### src/rtl/branch_predictor_btb_pkg.sv
// Shared types and helpers for the BTB branch predictor: 2-bit counter states,
// saturating counter steps and PC field extraction.
package bp_pkg;

   typedef logic [1:0] ctr2_t;

   localparam ctr2_t SNT = 2'b00;
   localparam ctr2_t WNT = 2'b01;
   localparam ctr2_t WT  = 2'b10;
   localparam ctr2_t ST  = 2'b11;

   // PCs are zero-extended to this width so one helper serves every XLEN.
   localparam int PC_MAX_W = 128;
   typedef logic [PC_MAX_W-1:0] pc_wide_t;

   function automatic ctr2_t sat_inc2(input ctr2_t c);
      return (c == ST) ? ST : ctr2_t'(c + 2'b01);
   endfunction

   function automatic ctr2_t sat_dec2(input ctr2_t c);
      return (c == SNT) ? SNT : ctr2_t'(c - 2'b01);
   endfunction

   function automatic pc_wide_t bp_idx(input pc_wide_t pc, input int idx_w);
      pc_wide_t mask;
      mask = (pc_wide_t'(1) << idx_w) - pc_wide_t'(1);
      return (pc >> 2) & mask;
   endfunction

   function automatic pc_wide_t bp_tag(input pc_wide_t pc, input int idx_w, input int tag_w);
      pc_wide_t mask;
      mask = (pc_wide_t'(1) << tag_w) - pc_wide_t'(1);
      return (pc >> (idx_w + 2)) & mask;
   endfunction

endpackage

### src/rtl/branch_predictor_btb_sat_counter.sv
// Saturating up-counter used for the branch and mispredict statistics;
// a clear wins over a same-cycle increment.
module bp_sat_counter #(
   parameter int CNT_W = 32
) (
   input  logic             clk,
   input  logic             rst_n,
   input  logic             i_inc,
   input  logic             i_clr,
   output logic [CNT_W-1:0] o_count
);

   logic [CNT_W-1:0] r_count;

   // NOTE: sequential state is assigned with <= so every flop samples pre-edge values.
   always_ff @(posedge clk or negedge rst_n) begin
      if (!rst_n) begin
         r_count <= '0;
      end else if (i_clr) begin
         r_count <= '0;
      end else if (i_inc && (r_count != '1)) begin
         r_count <= r_count + CNT_W'(1);
      end
   end

   assign o_count = r_count;

endmodule

### src/rtl/branch_predictor_btb.sv
// Direct-mapped BTB with 2-bit counters: combinational lookup on the fetch PC,
// training and mispredict detection at branch resolution, plus statistics.
module branch_predictor_btb
   import bp_pkg::*;
#(
   parameter int    XLEN     = 64,
   parameter int    ENTRIES  = 16,
   parameter int    TAG_W    = 8,
   parameter int    MODE     = 1,
   parameter ctr2_t CTR_INIT = 2'b01,
   parameter int    CNT_W    = 32
) (
   input  logic            clk,
   input  logic            reset,
   input  logic [XLEN-1:0] fetch_pc,
   output logic            pred_taken,
   output logic [XLEN-1:0] pred_target,
   input  logic            upd_valid,
   input  logic [XLEN-1:0] upd_pc,
   input  logic            upd_taken,
   input  logic [XLEN-1:0] upd_target,
   input  logic            upd_pred_taken,
   input  logic [XLEN-1:0] upd_pred_target,
   output logic            mispredict,
   output logic [XLEN-1:0] redirect_pc,
   input  logic            flush_all,
   input  logic            clr_stats,
   output logic [CNT_W-1:0] branch_count,
   output logic [CNT_W-1:0] mispredict_count
);

   localparam int IDX_W = $clog2(ENTRIES);

   logic [ENTRIES-1:0] r_valid;
   logic [TAG_W-1:0]   r_tag [ENTRIES];
   logic [XLEN-1:0]    r_tgt [ENTRIES];
   ctr2_t              r_ctr [ENTRIES];

   logic [IDX_W-1:0] w_fetch_idx;
   logic [TAG_W-1:0] w_fetch_tag;
   logic             w_fetch_hit;
   logic [IDX_W-1:0] w_upd_idx;
   logic [TAG_W-1:0] w_upd_tag;
   logic             w_upd_hit;
   logic             w_pred_taken;
   logic             w_tgt_wrong;

   assign w_fetch_idx = IDX_W'(bp_idx(pc_wide_t'(fetch_pc), IDX_W));
   assign w_fetch_tag = TAG_W'(bp_tag(pc_wide_t'(fetch_pc), IDX_W, TAG_W));
   assign w_upd_idx   = IDX_W'(bp_idx(pc_wide_t'(upd_pc), IDX_W));
   assign w_upd_tag   = TAG_W'(bp_tag(pc_wide_t'(upd_pc), IDX_W, TAG_W));

   assign w_fetch_hit = r_valid[w_fetch_idx] && (r_tag[w_fetch_idx] == w_fetch_tag);
   assign w_upd_hit   = r_valid[w_upd_idx] && (r_tag[w_upd_idx] == w_upd_tag);

   // Valid bits are held clear by the asynchronous reset, so lookups miss while in reset.
   assign w_pred_taken = (MODE == 1) && w_fetch_hit && r_ctr[w_fetch_idx][1];
   assign pred_taken   = w_pred_taken;
   assign pred_target  = w_pred_taken ? r_tgt[w_fetch_idx] : fetch_pc + XLEN'(4);

   assign w_tgt_wrong = upd_taken && upd_pred_taken && (upd_target != upd_pred_target);
   assign mispredict  = upd_valid && ((upd_taken != upd_pred_taken) || w_tgt_wrong);
   assign redirect_pc = upd_taken ? upd_target : upd_pc + XLEN'(4);

   // NOTE: the arrays are flops, not a macro, so resetting every entry is legal and required here.
   always_ff @(posedge clk or negedge reset) begin
      if (!reset) begin
         r_valid <= '0;
         for (int i = 0; i < ENTRIES; i++) begin
            r_tag[i] <= '0;
            r_tgt[i] <= '0;
            r_ctr[i] <= CTR_INIT;
         end
      end else if (flush_all) begin
         r_valid <= '0;
      end else if (upd_valid) begin
         if (upd_taken) begin
            if (!w_upd_hit) begin
               r_valid[w_upd_idx] <= 1'b1;
               r_tag[w_upd_idx]   <= w_upd_tag;
               r_tgt[w_upd_idx]   <= upd_target;
               r_ctr[w_upd_idx]   <= WT;
            end else begin
               r_tgt[w_upd_idx] <= upd_target;
               r_ctr[w_upd_idx] <= sat_inc2(r_ctr[w_upd_idx]);
            end
         end else if (w_upd_hit) begin
            r_ctr[w_upd_idx] <= sat_dec2(r_ctr[w_upd_idx]);
         end
      end
   end

   bp_sat_counter #(.CNT_W(CNT_W)) u_branch_cnt (
      .clk     (clk),
      .rst_n   (reset),
      .i_inc   (upd_valid),
      .i_clr   (clr_stats),
      .o_count (branch_count)
   );

   bp_sat_counter #(.CNT_W(CNT_W)) u_mispredict_cnt (
      .clk     (clk),
      .rst_n   (reset),
      .i_inc   (mispredict),
      .i_clr   (clr_stats),
      .o_count (mispredict_count)
   );

endmodule

### config.mk
export PLATFORM = sky130hd
export DESIGN_NAME = branch_predictor_btb
export DESIGN_NICKNAME = d
export VERILOG_FILES = /design/src/rtl/branch_predictor_btb_pkg.sv /design/src/rtl/branch_predictor_btb_sat_counter.sv /design/src/rtl/branch_predictor_btb.sv
export SDC_FILE = /design/constraint.sdc
export NUM_CORES = 2
export LEC_CHECK = 0
export ABC_CLOCK_PERIOD_IN_PS = 4610
export CORE_MARGIN = 5
export CORE_UTILIZATION = 50
export DETAILED_ROUTE_END_ITERATION = 10
export PLACE_DENSITY = 0.67
export SLEW_MARGIN = 10
export SYNTH_ARGS = -nofsm -noshare
export SYNTH_HDL_FRONTEND = slang
export SYNTH_SLANG_ARGS = --single-unit
### constraint.sdc
create_clock -name clk -period 4.61 [get_ports clk]
set_clock_uncertainty 0.15 [all_clocks]
set_input_delay 0.461 -clock clk [delete_from_list [all_inputs] [get_ports clk]]
set_output_delay 0.461 -clock clk [all_outputs]
set_load 0.005 [all_outputs]
==> flow_summary.rst <==
.. list-table::
   :header-rows: 1

   * - Metric
     - Value
   * - Post-synthesis cell count
     - roughly 4400
   * - Combined global-route utilization of all metal layers
     - 28.4%
   * - Setup violators final
     - 1
   * - Multi-input gate area in the final layout
     - about 30000 µm²
   * - TritonCTS clock tree
     - yes
   * - Worst hold slack after final layout
     - approximately 0.22 ns
   * - Synthesized area
     - 62900 µm²
   * - Number of synthesized flops with an enable pin
     - 0
   * - DRC violation count after routing
     - 0
   * - Met1 WL
     - a little under 80000 µm
   * - Area added between synthesis and finish
     - 20.2%
   * - Ys flop type
     - dfrtp_1
   * - Via count
     - approximately 41000
   * - Proportion of power drawn by combinational gates
     - between 10% and 20%
   * - Count of placed standard cells including taps
     - ~6400
   * - Clock period minus worst slack
     - roughly 4.6 ns
   * - Pin count of the biggest net entering global routing
     - ~130
   * - Net Sw Frac
     - 24.4%
   * - Slew at the pin closest to its max-slew limit
     - a little over 1 ns
   * - Max-slew violation count
     - 0
   * - Post-DR wirelength/cell
     - roughly 28 µm
   * - Failing checks
     - negative setup slack
   * - Avg Inst Size Synth
     - 14.2 µm²
   * - Placement Setup Slack
     - -0.107 ns
   * - Hold Vio Cnt, Final
     - 0
   * - Share of the clock period used by the worst path after layout
     - 100%
   * - Total global routing overflow
     - 0
   * - Width of the die
     - between 300 and 400 µm
   * - DIE HEIGHT
     - 365 µm
   * - Critical Setup Path Class
     - flop to primary output
   * - Tightest Hold Check Type
     - primary input to flop
   * - Layout net count
     - 5150
   * - Number of warning messages in the yosys log
     - 0
   * - Fmax
     - between 200 and 250 MHz
   * - Detailed-routed wire length on met3
     - 13900 µm
   * - Unrepaired setup endpoints after global routing
     - yes
   * - Number of violations reported at the end of detailed-routing iteration 0
     - approximately 3400
   * - Via count normalized by instance count
     - 6.14
   * - Portion of total power attributed to sequential cells
     - 45.5%
   * - Count of clock tree sinks
     - 1264
   * - Initial core utilization
     - about half
   * - Register Area
     - about 32000 µm²
   * - Depth of the most critical reg-to-reg path
     - 9
   * - Clock group share of total power
     - 39.6%
   * - Layout cell share with drive strength beyond 1
     - a little over two fifths
   * - Mapped Nets
     - 4702
   * - CP Max Fanout
     - 27
   * - Destination of the worst register-to-register timing path
     - r_tag[113]
   * - Internal
     - around 22000 µW
   * - Area of the core
     - ~130000 µm²
   * - Share of the core filled with cells in the final layout
     - between 60% and 70%
   * - Post-synth top area share
     - 49.6%
   * - Setup crit end kind
     - primary output
   * - Status
     - finished with violations
   * - Sum of negative setup slack
     - -0.0120 ns
   * - Data arrival time of the critical path
     - roughly 4.0 ns
   * - Met2 routed wirelength
     - approximately 90000 µm
   * - Clock-pin slew of the registers on the worst-case setup and hold paths
     - about 0.060 ns
   * - Drt pass-1 iters
     - 5
   * - Total clock buffers created by CTS
     - about 140
   * - Row cnt
     - 130
   * - Insertion delay to the later sink of the worst-skew pair
     - approximately 0.73 ns
   * - Cells on Worst Hold Path
     - 3
   * - Uppermost routed layer
     - met5
   * - Final instance count without filler cells
     - 6646
   * - Minimum setup slack among reg-to-reg paths
     - between 1 and 1.5 ns
   * - Ranking of synthesized cells by area
     - dfrtp_1 (50%), mux2_2 (21%), mux4_2 (14%)
   * - Number of input and output port buffers inserted
     - 456
   * - I/O pin cnt
     - between 400 and 500
   * - Data required time at the worst endpoint
     - ~4.0 ns
   * - Register bit total from synthesis
     - around 1300
   * - Final routed wirelength across all metal layers
     - 189000 µm
   * - Static power due to leakage
     - between 0.03 and 0.04 µW
   * - Final HPWL DP
     - around 120000 µm
   * - Synth async-reset ratio
     - 100%
   * - Headroom to the max-slew limit
     - between 30% and 40%
   * - Die area
     - approximately 130000 µm²
   * - Category of the worst setup path launch point
     - flop
   * - Routability Congestion
     - between 0.8 and 0.9
   * - Switching power total
     - roughly 7100 µW
   * - Maximum count of clock buffers along a single path
     - 3
   * - Power density of the placed cells
     - ~380 nW/µm²
   * - Yosys top cell by area
     - dfrtp_1
   * - Min-delay src
     - clr_stats
   * - Clock root buffer
     - clkbuf_16
   * - Worst ir drop on vdd
     - around 0.00035 V
   * - Final setup slack of the worst path
     - -0.0120 ns
   * - ANT nets after route
     - 0
   * - Sequential fraction of the synthesis area
     - approximately half
   * - Filler cell count
     - 9698
   * - Unique cell type count in the Yosys netlist
     - 56
   * - Hold Crit Endpoint
     - u_branch_cnt.o_count[21]
   * - Reg-to-reg critical path startpoint
     - r_tag[6]
   * - Number of global-route vias before repair
     - between 40000 and 50000
   * - Number of antenna violations at the first check in global routing
     - 10
   * - Global-route wire length before repair
     - 282000 µm
   * - Number of maximum-capacitance constraint violations
     - 0
   * - Number of H-tree levels
     - 4
worst max-delay path by stage:
stage,slack (ns),from,end,cells past startpoint
5_1_grt,-0.14,r_tag[33],pred_target[0],10
2_1_floorplan,0.86,fetch_pc[3],pred_target[1],10
6_report,-0.01,r_tag[33],pred_target[0],10
4_1_cts,-0.13,r_tag[6],pred_target[1],9
3_5_place_dp,-0.11,upd_pc[3],redirect_pc[59],11
3_3_place_gp,-0.12,upd_pc[3],redirect_pc[15],10
placed cells by master, fill, tap and decap left out, types with 83 or more instances in the layout:
cell,instances
nor2_1,122
xnor2_1,133
clkbuf_16,147
o21ai_0,95
nand3_1,83
mux4_2,403
a21oi_1,89
buf_4,208
mux2_2,1176
dfrtp_1,1248
nand2_1,143
xor2_1,93
clkdlybuf4s50_1,383
layout make-up:
| cell class | instances | share of cell area [%] |
|---|---|---|
| multi-input combinational | 2729 | 39.4 |
| antenna | 6 | 0.0199 |
| tap | 1650 | 2.73 |
| timing repair buffer | 721 | 9.63 |
| clock buffer | 210 | 5.53 |
| clock inverter | 41 | 0.748 |
| inverter | 25 | 0.124 |
| sequential | 1264 | 41.9 |
flip-flops by register name, indices dropped and copies added (netlist names):
register	count
r_tag	128
r_tgt	1024
r_valid	16
r_ctr	32
u_branch_cnt.o_count	32
u_mispredict_cnt.o_count	32
critical path: stages, from the launching register on:
cell and delay (ns):
dfrtp_1 0.39, mux4_2 0.48, mux4_2 0.55, xnor2_4 0.21, nand2_1 0.07, or4b_4 0.54
buf_12 0.18, buf_6 0.14, buf_12 0.16, mux2_2 0.27, dlygate4sd2_1 0.26
synth_stat cells, types with 4 or more instances:
master,count
a21oi_1,97
a22oi_1,6
a2bb2oi_1,14
a31oi_1,6
and2_1,18
and3_1,45
and4_1,20
buf_1,46
buf_2,23
buf_4,9
buf_6,9
clkbuf_1,326
dfrtp_1,1248
dfstp_2,16
ha_1,8
inv_1,25
mux2_2,1176
mux2i_1,16
mux4_2,403
nand2_1,143
nand3_1,83
nand4_1,60
nor2_1,153
nor2b_1,8
nor3_1,20
nor3_4,12
nor4_1,13
o211a_1,13
o21ai_0,96
o21ai_1,4
o21ba_2,16
or3_1,33
xnor2_1,137
xor2_1,93
repair_timing:
action	CTS	global route
pin swaps	1	3
hold buffers	1	0
endpoints found under the hold margin	104	0
setup buffers	2	3
gates resized for setup	52	51
setup endpoints to repair	69	28
gates cloned	0	2
metrics by stage:
stage               cell area, µm²  power, µW
finish                       75600      29000
floorplan                    62900      15900
global placement             70600      17600
CTS                          75400      29200
global route                 75600      30200
detailed placement           70600      17700
power by group through the flow:
stage	clock network [µW]	registers (µW)	logic, µW
detailed placement	0	13400	4330
global placement	0	13300	4250
global route	12100	13400	4650
finish	11500	13200	4310
CTS	11700	13200	4350
floorplan	0	13100	2820
logic make-up after synthesis:
group	synth area share (%)
simple gates	5.18
buf+inv	2.82
flops	50.3
xor+xnor	3.20
compound gates	2.54
mux	35.8
fa+ha+maj	0.175
per-layer routing:
| layer | vias to the layer above | global-route usage (%) |
|---|---|---|
| li1 | 17238 | - |
| met1 | 21946 | 39.4 |
| met2 | 1337 | 45.3 |
| met3 | 284 | 6.23 |
| met4 | 6 | 9.02 |
| met5 | - | 0 |
(Power assumes the default switching activity.)
